`config.mk`:
```
export PLATFORM = sky130hd
export DESIGN_NAME = codec_sample_sequencer
export DESIGN_NICKNAME = d
export VERILOG_FILES = /design/src/rtl/codec_seq_pkg.sv /design/src/rtl/sat_counter.sv /design/src/rtl/codec_sample_sequencer.sv
export SDC_FILE = /design/constraint.sdc
export NUM_CORES = 1
export LEC_CHECK = 0
export CAP_MARGIN = 5
export CORE_UTILIZATION = 40
export CTS_CLUSTER_SIZE = 14
export DETAILED_ROUTE_END_ITERATION = 8
export PLACE_DENSITY = 0.82
export RECOVER_POWER = 25
export SLEW_MARGIN = 25
export SYNTH_ARGS = -nofsm -noshare
export SYNTH_HDL_FRONTEND = slang
export SYNTH_SLANG_ARGS = --single-unit
```
`constraint.sdc`:
```
create_clock -name CLOCK_50 -period 2.8 [get_ports CLOCK_50]
set_input_delay 0.42 -clock CLOCK_50 [delete_from_list [all_inputs] [get_ports CLOCK_50]]
set_output_delay 0.42 -clock CLOCK_50 [all_outputs]
set_load 0.005 [all_outputs]
```
`src/rtl/codec_seq_pkg.sv`:
```
// rtl/codec_seq_pkg.sv - shared types and defaults for the codec sample sequencer
// Purpose: state encoding of the sequencer FSM and the default sample width.
// Ports: none (package).
package codec_seq_pkg;

  localparam int DEFAULT_DATA_W = 24;

  typedef enum logic [1:0] {
    IDLE    = 2'd0,
    FX_SEND = 2'd1,
    FX_WAIT = 2'd2,
    WRITE   = 2'd3
  } seq_state_e;

endpackage : codec_seq_pkg

```
`src/rtl/sat_counter.sv`:
```
// rtl/sat_counter.sv - saturating up-counter for status reporting
// Purpose: counts single-cycle increment requests, holding at all-ones.
// Ports:
//   clk      in   1      rising-edge clock
//   reset_n  in   1      synchronous active-low reset, clears the count
//   inc      in   1      increment request
//   count    out  CNT_W  current count
module sat_counter #(
  parameter int CNT_W = 16
) (
  input  logic             clk,
  input  logic             reset_n,
  input  logic             inc,
  output logic [CNT_W-1:0] count
);

  logic [CNT_W-1:0] r_count;

  always_ff @(posedge clk) begin
    if (!reset_n) begin
      r_count <= '0;
    end else if (inc && (r_count != {CNT_W{1'b1}})) begin
      r_count <= r_count + 1'b1;
    end
  end

  assign count = r_count;

endmodule : sat_counter

```
`src/rtl/codec_sample_sequencer.sv`:
```
// rtl/codec_sample_sequencer.sv - one-sample codec read / effect / codec write sequencer
// Purpose: captures a stereo sample from the codec, optionally routes it through the
//   effect stage (with a timeout fallback to the dry sample) and writes the result back.
// Ports:
//   CLOCK_50, reset_n                     clock, synchronous active-low reset
//   bypass                                skip effect stage (sampled at capture)
//   read_ready, readdata_left/right, read codec read side
//   write_ready, write, writedata_left/right  codec write side
//   fx_valid, fx_ready, fx_left/right     dry sample to effect stage
//   fx_out_valid, fx_out_ready, fx_out_left/right  processed sample from effect stage
//   sample_count, timeout_count           saturating status counters
//   busy                                  sequencer not idle
module codec_sample_sequencer
  import codec_seq_pkg::*;
#(
  parameter int DATA_W     = DEFAULT_DATA_W,
  parameter int CNT_W      = 16,
  parameter int FX_TIMEOUT = 1024
) (
  input  logic              CLOCK_50,
  input  logic              reset_n,
  input  logic              bypass,
  input  logic              read_ready,
  input  logic [DATA_W-1:0] readdata_left,
  input  logic [DATA_W-1:0] readdata_right,
  output logic              read,
  input  logic              write_ready,
  output logic              write,
  output logic [DATA_W-1:0] writedata_left,
  output logic [DATA_W-1:0] writedata_right,
  output logic              fx_valid,
  input  logic              fx_ready,
  output logic [DATA_W-1:0] fx_left,
  output logic [DATA_W-1:0] fx_right,
  input  logic              fx_out_valid,
  output logic              fx_out_ready,
  input  logic [DATA_W-1:0] fx_out_left,
  input  logic [DATA_W-1:0] fx_out_right,
  output logic [CNT_W-1:0]  sample_count,
  output logic [CNT_W-1:0]  timeout_count,
  output logic              busy
);

  localparam int TMR_W = (FX_TIMEOUT > 1) ? $clog2(FX_TIMEOUT) : 1;
  localparam logic [TMR_W-1:0] TMR_LAST = TMR_W'(FX_TIMEOUT - 1);

  seq_state_e        r_state;
  seq_state_e        w_next;
  logic [DATA_W-1:0] r_sample_l;
  logic [DATA_W-1:0] r_sample_r;
  logic [DATA_W-1:0] r_wr_l;
  logic [DATA_W-1:0] r_wr_r;
  logic [TMR_W-1:0]  r_timer;

  logic w_read;
  logic w_write;
  logic w_fx_valid;
  logic w_fx_out_ready;
  logic w_timeout;

  // Handshake strobes are combinational from state so a bypassed sample is
  // read and written on consecutive cycles. They are held low during reset.
  always_comb begin
    w_next         = r_state;
    w_read         = 1'b0;
    w_write        = 1'b0;
    w_fx_valid     = 1'b0;
    w_fx_out_ready = 1'b0;
    w_timeout      = 1'b0;
    if (reset_n) begin
      case (r_state)
        IDLE: begin
          if (read_ready) begin
            w_read = 1'b1;
            w_next = bypass ? WRITE : FX_SEND;
          end
        end
        FX_SEND: begin
          w_fx_valid = 1'b1;
          // An acceptance on the last timer cycle still takes the effect path.
          if (fx_ready) begin
            w_next = FX_WAIT;
          end else if (r_timer == TMR_LAST) begin
            w_timeout = 1'b1;
            w_next    = WRITE;
          end
        end
        FX_WAIT: begin
          w_fx_out_ready = 1'b1;
          if (fx_out_valid) begin
            w_next = WRITE;
          end
        end
        WRITE: begin
          if (write_ready) begin
            w_write = 1'b1;
            w_next  = IDLE;
          end
        end
        default: w_next = IDLE;
      endcase
    end
  end

  always_ff @(posedge CLOCK_50) begin
    if (!reset_n) begin
      r_state    <= IDLE;
      r_sample_l <= '0;
      r_sample_r <= '0;
      r_wr_l     <= '0;
      r_wr_r     <= '0;
      r_timer    <= '0;
    end else begin
      r_state <= w_next;
      // Timer runs only while offering to the effect stage; any other state rearms it.
      if (r_state == FX_SEND) begin
        r_timer <= r_timer + 1'b1;
      end else begin
        r_timer <= '0;
      end
      if (w_read) begin
        r_sample_l <= readdata_left;
        r_sample_r <= readdata_right;
        if (bypass) begin
          r_wr_l <= readdata_left;
          r_wr_r <= readdata_right;
        end
      end
      if (w_timeout) begin
        r_wr_l <= r_sample_l;
        r_wr_r <= r_sample_r;
      end
      if (w_fx_out_ready && fx_out_valid) begin
        r_wr_l <= fx_out_left;
        r_wr_r <= fx_out_right;
      end
    end
  end

  sat_counter #(.CNT_W(CNT_W)) u_sample_cnt (
    .clk     (CLOCK_50),
    .reset_n (reset_n),
    .inc     (w_write),
    .count   (sample_count)
  );

  sat_counter #(.CNT_W(CNT_W)) u_timeout_cnt (
    .clk     (CLOCK_50),
    .reset_n (reset_n),
    .inc     (w_timeout),
    .count   (timeout_count)
  );

  assign read            = w_read;
  assign write           = w_write;
  assign fx_valid        = w_fx_valid;
  assign fx_out_ready    = w_fx_out_ready;
  assign fx_left         = r_sample_l;
  assign fx_right        = r_sample_r;
  assign writedata_left  = r_wr_l;
  assign writedata_right = r_wr_r;
  assign busy            = (r_state != IDLE);

endmodule : codec_sample_sequencer

```
Word level (Yosys, flattened, before mapping)
Cells that the tools add are included.
{ "word_totals": {"regBits": 140, "inputBits": 103, "output_inout_bits": 133} }
{ "op_classes": {"addsub": 3, "eq_ne": 10, "mux": 29, "reduce_logical": 10} }
{ "ops": {"columns": ["op", "n"], "rows": [
  ["24-bit two-way mux", 8],
  ["16-bit by 1-bit adder with 16-bit output, second input constant", 2],
  ["16-bit != test, second input constant", 2],
  ["1-bit two-way mux", 14],
  ["2-bit two-way mux", 6],
  ["10-bit by 1-bit adder with 10-bit output, second input constant", 1],
  ["10-bit == test, second input constant", 1],
  ["2-bit one-hot mux with 4 select lines", 1],
  ["2-bit != test, second input constant", 3],
  ["3-bit nonzero test", 2],
  ["2-bit == test, second input constant", 2],
  ["2-bit AND reduction", 2],
  ["4-bit AND reduction", 1],
  ["1-bit logical AND", 3],
  ["3-bit != test, second input constant", 1],
  ["2-bit by 1-bit == test with 1-bit output, second input constant", 1],
  ["2-bit zero test", 1],
  ["2-bit nonzero test", 1]
]} }

Longest topological paths before layout
Gate-level depths: netlist of run 1.
{ "depth": {"ltp_word": 7, "depth_mapped": 10, "depth_no_buf": 7} }

By module
A second synthesis of run 1 with hierarchy kept.
{ "unflattened": {"hier_cells": 707, "hier_area_um2": 6373.6} }
{ "modules_own_cells": {"columns": ["module", "n_inst", "cells_per_inst", "area_each_um2", "seq_area_each_um2"], "rows": [
  ["codec_sample_sequencer", 1, 513, 4699.5, 2162.1],
  ["sat_counter", 2, 97, 837.1, 320.3]
]} }

Worst setup path before layout of run 1
No wires, ideal clock.
{ "synth_path": {"path_type": "register to register", "from": "register r_state[1]", "to": "register r_wr_l[0] (netlist: writedata_left[0])", "arrival_time_ns": 1.826, "slack_ns": 0.856, "stages_incl_launch_ff": 10, "n_path_buf": 2, "cell_sequence": "dfxtp_1 > inv_1 > ha_1 > nand4b_1 > or3_4 > and3_1 > buf_2 > clkbuf_1 > nand2_1 > o21ai_1"} }
{ "synth_between": {"elab_chain_cells": 6, "word_cells_on_any_way": 15, "classes_between": "eq/ne: 2; mux: 8; reduce/logical: 5"} }
{ "synth_rtl": {"columns": ["item", "line_no", "source"], "rows": [
  ["start, declared", "codec_sample_sequencer.sv:47", "seq_state_e r_state;"],
  ["start signal, assigned", "codec_sample_sequencer.sv:114", "r_state <= w_next;"],
  ["2-bit == test", "codec_sample_sequencer.sv:71", "case (r_state)"],
  ["1-bit two-way mux", "codec_sample_sequencer.sv:71", null],
  ["1-bit two-way mux", "codec_sample_sequencer.sv:70", "if (reset_n) begin"],
  ["1-bit logical AND", "codec_sample_sequencer.sv:133", "if (w_fx_out_ready && fx_out_valid) begin"],
  ["3-bit nonzero test (no source line)", null, null],
  ["2-bit AND reduction (no source line)", null, null],
  ["end signal, assigned", "codec_sample_sequencer.sv:125", "r_wr_l <= readdata_left;"],
  ["end signal, assigned", "codec_sample_sequencer.sv:130", "r_wr_l <= r_sample_l;"],
  ["end signal, assigned", "codec_sample_sequencer.sv:134", "r_wr_l <= fx_out_left;"],
  ["end, declared", "codec_sample_sequencer.sv:51", "logic [DATA_W-1:0] r_wr_l;"]
]} }
Several ways; a longest one is shown, not always the timed one.
A chain may end at the register's enable or synchronous reset.

Worst setup path after layout of run 1
{ "layout_path": {"from": "register r_state[1]", "to": "register r_wr_r[3] (netlist: writedata_right[3])"} }
{ "layout_between": {"elab_chain_cells": 6, "word_cells_on_any_way": 15, "classes_between": "eq/ne: 2; mux: 8; reduce/logical: 5"} }
{ "layout_rtl": {"columns": ["item", "line_no", "source"], "rows": [
  ["2-bit == test", "codec_sample_sequencer.sv:71", null],
  ["1-bit two-way mux", "codec_sample_sequencer.sv:71", null],
  ["1-bit two-way mux", "codec_sample_sequencer.sv:70", null],
  ["1-bit logical AND", "codec_sample_sequencer.sv:133", null],
  ["3-bit nonzero test (no source line)", null, null],
  ["2-bit AND reduction (no source line)", null, null],
  ["end signal, assigned", "codec_sample_sequencer.sv:126", "r_wr_r <= readdata_right;"],
  ["end signal, assigned", "codec_sample_sequencer.sv:131", "r_wr_r <= r_sample_r;"],
  ["end signal, assigned", "codec_sample_sequencer.sv:135", "r_wr_r <= fx_out_right;"],
  ["end, declared", "codec_sample_sequencer.sv:52", "logic [DATA_W-1:0] r_wr_r;"]
]} }
Several ways; a longest one is shown, not always the timed one.

==> metrics.yaml, run 1 <==
run_status:
  outcome: "finished clean"
die:
  die_area_sq_mm: 0.0155
  die_x_microns: 125
  die_y_microns: 125
  io_pins: 236
  core_sq_mm: 0.0146
  start_util_pct: 41.2
  std_cell_rows: 44
routing:
  ant_nets: 0
  vias: 6249
  drt_iter0_markers: 438
  route.detailed.drc: 0
  wl_microns: 18800
  drt-pass1-iter-count: 5
  via_per_inst: 5.43
  wl_per_cell_microns: 16.3
global_route:
  grt-ovfl-total: 0
  grt_first_pass_wirelength_microns: 30100
  grt_pass1_vias: 5900
  grt_max_degree: 50
  antenna_found_initial: 1
  track_usage_pct: 24.3
sta:
  rsz0062_at_grt: "false"
  fin_setup_tns_ns: 0
  max_freq_mhz: 406
  worstMarginPinSlew_ns: 0.784
  drv_slew: 0
  fin_crit_ns: 2.46
  hold_viol_final: 0
  setup-violations-final: 0
  maxSlewHeadroom_pct: 47.6
  fin_crit_sh_pct: 87.9
  whs_ns: 0.442
  finalClockSkew_ns: 0.00989
critical_path:
  cp_data_required_time_ns: 3.14
  cp-start-kind: "flip-flop"
  path_buf_inv: 2
  crit_type: "reg -> reg"
  critPathMaxFanout: 22
  setup.worst_path.end_class: "flip-flop"
  path_cells: "inv_1, ha_1, nand4b_1, or3_4, o21ai_4, buf_4, o221ai_1, o21ai_1"
  cpMaxStageDelayCell: "or3_4"
  arrival_ns: 2.80
  max_stage_delay_ns: 0.53
  path_delay_family: "simple AND/OR/NAND/NOR gates"
clock_tree:
  clock-sinks: 140
  clock_latency_ns: 0.42
  post_cts_buffers: 0
  cts-resized-gates: 0
  cts_tree: "yes"
  cts_buffer_depth: 2
  clkTransAtPathRegs_ns: 0.06
  numCtsBuffers: 17
  clock-root-buffer: "clkbuf_16"
  cts_hold_buf: 0
  htreeDepth: 4
logic_synthesis:
  synth_top_area_share_pct: 46.7
  seq_area_frac_synth_pct: 46.7
  syn-instance-count: 735
  synth_ff_type: "dfxtp_1"
  ys_types: 50
  yosys-top-cells-area: "dfxtp_1 (47%), nand2_1 (10%), o221ai_1 (7.0%)"
  syn_area_per_cell_sq_um: 8.17
  yosysTopAreaCell: "dfxtp_1"
  synth_edf_count: 0
  synthesis.nets: 846
  yosysWarnings: 0
  async_flop_share_pct: 0
  ys_seq_elements: 140
  synthesis.area_sq_mm: 0.00600
place:
  gp_congestion: 0.881
  port_buffers: 235
  dp_hpwl_microns: 12300
  dpl.cell_count: 1119
finish:
  fin_nets: 1065
  final_common_cell: "clkdlybuf4s50_1"
  post_layout_nonfiller_instances: 1151
  drive_gt1_share_pct: 6.93
  fill_cells: 1229
  mostFrequentLayoutCells: "clkdlybuf4s50_1 (177), nand2_1 (157), dfxtp_1 (140), nor2_1 (80), dlygate4sd3_1 (58)"
  diodes: 0
  areaGrowthSynthToFinish_pct: 51.3
hold_path:
  hold_class: "reg -> reg"
power:
  irDropWorstVdd_mv: 0.365
  internal_power_mw: 4.32
  total_leakage_power_nw: 3.33
  p_switching_mw: 1.89
  swShare_pct: 30.4
  combPwrFrac_pct: 25.4
  power_frac_clock_pct: 34.8
  pwr-share-seq_pct: 39.8
  power_density_mw_per_mm2: 683
flow_run:
  maxCapViolCount: 0
[cell usage after synthesis (2+ instances only)]
cell type  instances
a211oi_1           4
a21oi_1           55
and2_1             4
and3_1             7
and4_1             2
buf_1              6
buf_2              8
buf_4              4
clkbuf_1          30
dfxtp_1          140
ha_1               8
inv_1             13
mux2i_1            2
nand2_1          160
nand2b_1           3
nand3_1           19
nand4_1            6
nand4_2            3
nor2_1            80
nor3_1             3
nor3_2             2
nor4_1             3
nor4_2             2
o2111ai_1          6
o211ai_1           5
o21ai_0            7
o21ai_1           52
o221ai_1          48
o31ai_1            5
or3_1              5
xnor2_1            9
xor2_1            16
[flip-flops by register name, indices dropped and copies added (netlist names)]
register	count
u_timeout_cnt.count	16
writedata_left	24
r_state	2
writedata_right	24
fx_left	24
u_sample_cnt.count	16
fx_right	24
r_timer	10
[logic make-up (layout without fill, tap and decap cells)]
kind of cell    after synthesis  in the layout  share of synthesized area, %
simple gates                306            306                          22.4
compound gates              190            190                          20.6
flops                       140            140                          46.7
buf+inv                      63            295                          4.48
xor+xnor                     25             25                          3.65
fa+ha+maj                     8              8                          1.67
mux                           3              3                         0.521
[final timing paths]
kind	from	end	cells past startpoint	slack, ns
max	r_state[1]	writedata_right[3]	8	0.34
min	writedata_right[4]	writedata_right[4]	2	0.44
max reg2reg	r_state[1]	writedata_right[3]	8	0.34
min reg2reg	writedata_right[4]	writedata_right[4]	2	0.44
[area by class of cell]
type,count,area (sq um),area share [%]
inverter,14,52.6,0.578
sequential,140,2800,30.8
clock inverter,15,139,1.53
tap,184,230,2.53
multi-input combinational,532,2960,32.6
timing repair buffer,249,2480,27.3
clock buffer,17,425,4.68
[per-stage QoR]
stage / total power, mW / util (%) / cell area (sq um) / setup slack, ns
4_1_cts: 6.33 / 62.3 / 9090 / 0.346
2_1_floorplan: 3.17 / - / 6000 / 0.856
5_1_grt: 6.54 / 62.3 / 9090 / 0.243
3_3_place_gp: 4.13 / 58.4 / 8530 / 0.253
6_report: 6.21 / 62.3 / 9090 / 0.340
3_5_place_dp: 4.16 / 58.4 / 8530 / 0.208
[worst reg2reg max path: stages (launching register included)]
cell	delay, ns
dfxtp_1	0.34
inv_1	0.14
ha_1	0.25
nand4b_1	0.17
or3_4	0.53
o21ai_4	0.33
buf_4	0.32
o221ai_1	0.13
o21ai_1	0.18
[metal layers]
layer / GRT usage (%) / wire, microns / vias up / share of wire, %
met4: 10.6 / 489 / 2 / 2.6
met1: 28.7 / 7940 / 2909 / 42
met3: 7.43 / 1460 / 34 / 7.8
li1: - / - / 3032 / -
met5: 0 / 13 / - / 0.069
met2: 40.6 / 8910 / 272 / 47
[power groups by stage]
stage	clock network, mW	registers, mW	logic (mW)
4_1_cts	2.20	2.48	1.66
3_5_place_dp	0	2.52	1.64
3_3_place_gp	0	2.51	1.62
6_report	2.16	2.47	1.58
5_1_grt	2.31	2.51	1.72
2_1_floorplan	0	2.51	0.664
Note: power is estimated with default switching activity, not from simulation.
==> run 2, diff against run 1 <==
--- a/config.mk
+++ b/config.mk
@@ -5,11 +5,12 @@
 export SDC_FILE = /design/constraint.sdc
 export NUM_CORES = 1
 export LEC_CHECK = 0
-export CAP_MARGIN = 5
+export CAP_MARGIN = 20
 export CORE_UTILIZATION = 40
 export CTS_CLUSTER_SIZE = 14
 export DETAILED_ROUTE_END_ITERATION = 8
-export PLACE_DENSITY = 0.82
+export MAX_ROUTING_LAYER = met4
+export PLACE_DENSITY = 0.74
 export RECOVER_POWER = 25
 export SLEW_MARGIN = 25
 export SYNTH_ARGS = -nofsm -noshare
==> run 2 against run 1 <==
Final cell count decreased by 0.17%. Clock power decreased by 2%. Critical path depth fell by 3. Clock-buffer cell count rose by 5. Power shrank 0.55%. Largest cell class unchanged. Maximum frequency grew 4.5%. Wire length grew 2.1%. Highest routed layer is now met4. Register-to-register slack improved by 0.13 ns.
==> metrics.yaml, run 2 (synthesized netlist as in run 1, its figures left out) <==
run_status:
  outcome: "finished clean"  # unchanged
sta:
  finalClockSkew_ns: 0.00566  # was 0.00989 ns
  worstMarginPinSlew_ns: 0.724  # was 0.784 ns
  maxSlewHeadroom_pct: 51.4  # was 47.6%
  rsz0062_at_grt: "false"  # unchanged
  setup-violations-final: 0  # unchanged
  fin_setup_tns_ns: 0  # unchanged
  fin_crit_ns: 2.35  # was 2.46 ns
  drv_slew: 0  # unchanged
  hold_viol_final: 0  # unchanged
  fin_crit_sh_pct: 84.1  # was 87.9%
  max_freq_mhz: 425  # was 406 MHz
die:
  die_x_microns: 125  # unchanged
  start_util_pct: 41.2  # unchanged
  die_area_sq_mm: 0.0155  # unchanged
  std_cell_rows: 44  # unchanged
  io_pins: 236  # unchanged
  die_y_microns: 125  # unchanged
  core_sq_mm: 0.0146  # unchanged
finish:
  drive_gt1_share_pct: 6.63  # was 6.93%
  fill_cells: 1257  # was 1229
  seqCellArea_sq_mm: 0.00280  # unchanged
  utilization_pct: 62.4  # was 62.3%
  stdcell_area_sq_mm: 0.00910  # was 0.00909 sq mm
  mostFrequentLayoutCells: "clkdlybuf4s50_1 (177), nand2_1 (157), dfxtp_1 (140), nor2_1 (80), dlygate4sd3_1 (58)"  # unchanged
  multi_input_area_sq_mm: 0.00296  # unchanged
  final_common_cell: "clkdlybuf4s50_1"  # unchanged
  fin_nets: 1065  # unchanged
  post_layout_nonfiller_instances: 1149  # was 1151
  diodes: 0  # unchanged
  areaGrowthSynthToFinish_pct: 51.6  # was 51.3%
critical_path:
  crit_type: "in -> out"  # was reg -> reg
  cp-start-kind: "input port"  # was flip-flop
  setup.worst_path.end_class: "output port"  # was flip-flop
  cp_data_required_time_ns: 2.38  # was 3.14 ns
  critPathMaxFanout: 19  # was 22
  arrival_ns: 1.93  # was 2.80 ns
place:
  port_buffers: 235  # unchanged
  dp_hpwl_microns: 12700  # was 12300 microns
  gp_congestion: 0.864  # was 0.881
  dpl.cell_count: 1119  # unchanged
  place_area_sq_mm: 0.00855  # was 0.00853 sq mm
clock_tree:
  post_cts_buffers: 0  # unchanged
  clkTransAtPathRegs_ns: 0.06  # about the same
  clock-sinks: 140  # unchanged
  cts_hold_buf: 0  # unchanged
  numCtsBuffers: 17  # unchanged
  cts_tree: "yes"  # unchanged
  cts-resized-gates: 0  # unchanged
  cts_buffer_depth: 2  # unchanged
  htreeDepth: 4  # unchanged
  clock_latency_ns: 0.41  # was 0.42 ns
  clock-root-buffer: "clkbuf_16"  # unchanged
power:
  irDropWorstVdd_mv: 0.385  # was 0.365 mV
  power_density_mw_per_mm2: 678  # was 683 mW/mm^2
  total_leakage_power_nw: 3.35  # was 3.33 nW
  power_mw: 6.17  # was 6.21 mW
global_route:
  grt_pass1_vias: 5794  # was 5900
  grt-ovfl-total: 0  # unchanged
  track_usage_pct: 25.5  # was 24.3%
  grt_max_degree: 49  # was 50
  grt_first_pass_wirelength_microns: 30800  # was 30100 microns
  antenna_found_initial: 0  # was 1
routing:
  drt-pass1-iter-count: 4  # was 5
  route.detailed.drc: 0  # unchanged
  via_per_inst: 5.38  # was 5.43
  wl_per_cell_microns: 16.7  # was 16.3 microns
  drt_iter0_markers: 478  # was 438
  ant_nets: 0  # unchanged
  vias: 6180  # was 6249
  wl_microns: 19200  # was 18800 microns
flow_run:
  maxCapViolCount: 0  # unchanged
hold_path:
  hold_class: "reg -> reg"  # unchanged
run 2: changes by cell type in the layout (fill, tap and decap cells not counted):
| cell | previous run | this run |
|---|---|---|
| inv_6 | 5 | 0 |
| clkbuf_8 | 0 | 4 |
| clkinv_2 | 2 | 6 |
| clkinvlp_4 | 5 | 1 |
| buf_12 | 2 | 4 |
| buf_4 | 11 | 9 |
| clkinv_4 | 2 | 0 |
| clkbuf_1 | 1 | 2 |
run 2: critical path: stages:
cell and delay [ns]:
clkdlybuf4s50_1 0.48, buf_4 0.24, nand3_1 0.15, inv_2 0.12, clkdlybuf4s50_1 0.52
run 2: path summary, 6_finish.rpt:
| kind | startpoint | end | slack (ns) | depth (start not counted) |
|---|---|---|---|---|
| max | reset_n | write | 0.45 | 5 |
| min reg2reg | writedata_left[23] | writedata_left[23] | 0.44 | 2 |
| min | writedata_left[23] | writedata_left[23] | 0.44 | 2 |
| max reg2reg | r_state[1] | writedata_right[21] | 0.47 | 8 |
run 2: stage by stage:
| stage | hold slack (ns) | worst slack (ns) |
|---|---|---|
| 4_1_cts | 0.448 | 0.447 |
| 2_1_floorplan | 0.430 | 0.856 |
| 3_3_place_gp | 0.433 | 0.350 |
| 3_5_place_dp | 0.440 | 0.315 |
| 6_report | 0.442 | 0.446 |
| 5_1_grt | 0.466 | 0.317 |
run 2: final cells by class:
class | count | area share, %
clock inverter | 8 | 0.742
tap | 184 | 2.53
multi-input combinational | 532 | 32.5
sequential | 140 | 30.8
timing repair buffer | 249 | 27.5
clock buffer | 22 | 5.32
inverter | 14 | 0.577
run 2: routing by layer:
layer  GRT usage (%)  up-vias  routed length (microns)
met1            32.0     2892                     8610
met2            40.1      237                     8920
met3            6.10       30                     1280
met5               -        -                        0
li1                -     3021                        -
met4            8.86        0                      410
run 2: power breakdown:
part / switching (mW) / leakage, nW / total [mW] / internal, mW
logic: 0.777 / 1.93 / 1.59 / 0.817
registers: 0.188 / 1.14 / 2.47 / 2.28
clock network: 0.813 / 0.277 / 2.11 / 1.30
==> run 3, diff against run 2 <==
==> constraint.sdc (replaced) <==
create_clock -name CLOCK_50 -period 2.36 [get_ports CLOCK_50]
set_input_delay 0.354 -clock CLOCK_50 [delete_from_list [all_inputs] [get_ports CLOCK_50]]
set_output_delay 0.354 -clock CLOCK_50 [all_outputs]
set_load 0.005 [all_outputs]
==> run 3 against run 2 <==
Worst hold slack lost 0.0021 ns. Clock power grew 18%. Final cell count grew 0.70%. Sequential share of layout area shrank 0.21 points. Sequential power grew 19%. Critical path depth is the same. Die area is the same. Combinational power grew 19%. Utilization grew 0.44 points. First-iteration DRC count shrank 24%. Clock-buffer cell count grew 5. Final area grew 0.70%. Highest routed layer unchanged.
==> metrics.yaml, run 3 (synthesized netlist as in run 1, its figures left out) <==
clock_tree:
  clock-sinks: 140  # unchanged
  clkTransAtPathRegs_ns: 0.06  # about the same
  numCtsBuffers: 17  # unchanged
  htreeDepth: 4  # unchanged
  cts_buffer_depth: 2  # unchanged
  cts_hold_buf: 0  # unchanged
  clock_latency_ns: 0.42  # was 0.41 ns
  clock-root-buffer: "clkbuf_16"  # unchanged
  cts_tree: "yes"  # unchanged
sta:
  fin_crit_ns: 2.24
  maxSlewHeadroom_pct: 60.2  # was 51.4%
  hold_viol_final: 0  # unchanged
  finalClockSkew_ns: 0.00964  # was 0.00566 ns
  fin_crit_sh_pct: 94.8
  finalWorstSetupSlack_ns: 0.123  # was 0.446 ns
  drv_slew: 0  # unchanged
  max_freq_mhz: 447
  rsz0062_at_grt: "false"  # unchanged
  setup-violations-final: 0  # unchanged
  worstMarginPinSlew_ns: 0.597  # was 0.724 ns
  fin_setup_tns_ns: 0  # unchanged
die:
  io_pins: 236  # unchanged
  die_x_microns: 125  # unchanged
  start_util_pct: 41.2  # unchanged
  std_cell_rows: 44  # unchanged
  core_sq_mm: 0.0146  # unchanged
  die_area_sq_mm: 0.0155  # unchanged
  die_y_microns: 125  # unchanged
finish:
  drive_gt1_share_pct: 7.09  # was 6.63%
  diodes: 0  # unchanged
  fill_cells: 1254  # was 1257
  multi_input_area_sq_mm: 0.00296  # unchanged
  mostFrequentLayoutCells: "clkdlybuf4s50_1 (177), nand2_1 (157), dfxtp_1 (140), nor2_1 (80), dlygate4sd3_1 (58)"  # unchanged
  final_common_cell: "clkdlybuf4s50_1"  # unchanged
  seqCellArea_sq_mm: 0.00280  # unchanged
  fin_nets: 1071  # was 1065
  areaGrowthSynthToFinish_pct: 52.6  # was 51.6%
  utilization_pct: 62.8  # was 62.4%
global_route:
  grt_first_pass_wirelength_microns: 30100  # was 30800 microns
  grt_max_degree: 49  # unchanged
  track_usage_pct: 25.0  # was 25.5%
  antenna_found_initial: 0  # unchanged
  grt_pass1_vias: 5795  # was 5794
  grt-ovfl-total: 0  # unchanged
critical_path:
  cp_data_required_time_ns: 2.01  # was 2.38 ns
  setup.worst_path.end_class: "output port"  # unchanged
  crit_type: "reg -> out"  # was in -> out
  arrival_ns: 1.88  # was 1.93 ns
  critPathMaxFanout: 4  # was 19
  cp-start-kind: "flip-flop"  # was input port
flow_run:
  maxCapViolCount: 0  # unchanged
place:
  port_buffers: 235  # unchanged
  place_ws_ns: 0.0155  # was 0.315 ns
  gp_congestion: 0.864  # about the same
  dp_hpwl_microns: 12700  # about the same
power:
  total_leakage_power_nw: 3.38  # was 3.35 nW
  power_density_mw_per_mm2: 797  # was 678 mW/mm^2
  power_mw: 7.30  # was 6.17 mW
  internal_power_mw: 5.20  # was 4.39 mW
  swShare_pct: 28.8  # about the same
  irDropWorstVdd_mv: 0.448  # was 0.385 mV
  pwr-share-seq_pct: 40.1  # was 40.0%
  combPwrFrac_pct: 26.0  # was 25.8%
  p_switching_mw: 2.11  # was 1.78 mW
  power_frac_clock_pct: 33.9  # was 34.2%
routing:
  wl_per_cell_microns: 16.5  # was 16.7 microns
  via_per_inst: 5.34  # was 5.38
  ant_nets: 0  # unchanged
  route.detailed.drc: 0  # unchanged
  wl_microns: 19100  # was 19200 microns
  drt_iter0_markers: 364  # was 478
  vias: 6173  # was 6180
  drt-pass1-iter-count: 7  # was 4
hold_path:
  hold_class: "reg -> reg"  # unchanged
run_status:
  outcome: "finished clean"  # unchanged
[run 3: critical path, stage by stage (launching register included)]
cell and delay [ns]:
dfxtp_1 0.34, inv_1 0.13, ha_1 0.26, nand2_2 0.07
nor2_1 0.15, clkdlybuf4s50_1 0.53
[run 3: through the flow]
step / area, sq um / hold slack [ns] / cells
after floorplan: 6000 / 0.430 / 735
after global placement: 8610 / 0.433 / 1125
after detailed placement: 8610 / 0.437 / 1125
after CTS: 9160 / 0.446 / 1157
after global routing: 9160 / 0.453 / 1157
final: 9160 / 0.440 / 1157
[run 3: metal layers]
layer | vias to the layer above | track usage (%) | routed length [microns]
met4 | 0 | 10.8 | 562
met1 | 2841 | 30.2 | 8560
met5 | - | - | 0
li1 | 3044 | - | -
met3 | 38 | 6.87 | 1280
met2 | 250 | 38.7 | 8690
[run 3: worst paths after layout]
check	to	start	cells after the start	slack, ns
worst max-delay path	read	r_state[0]	5	0.12
worst min-delay path	writedata_left[2]	writedata_left[2]	2	0.44
worst min register to register	writedata_left[2]	writedata_left[2]	2	0.44
worst max register to register	writedata_right[9]	r_state[1]	8	0.18
[run 3: power groups by stage]
stage	logic, mW	clock network [mW]	registers (mW)
5_1_grt	2.06	2.63	2.97
6_report	1.90	2.48	2.93
3_3_place_gp	1.96	0	2.98
3_5_place_dp	1.99	0	2.98
4_1_cts	2.00	2.51	2.93
2_1_floorplan	0.788	0	2.98
[run 3: final cells by class]
| class | instances | share of cell area, % |
|---|---|---|
| well taps | 184 | 2.51 |
| multi-input cells | 532 | 32.3 |
| inverters | 14 | 0.573 |
| repair buffers | 255 | 28.0 |
| clock buffers | 27 | 5.71 |
| flip-flops and latches | 140 | 30.6 |
| clock inverters | 5 | 0.341 |
[run 3: timing repair]
item | in CTS | in global routing
resized for setup | 0 | 1
endpoints found under the setup margin | 0 | 9
hold endpoints to repair | 0 | 0
setup buffers | 0 | 0
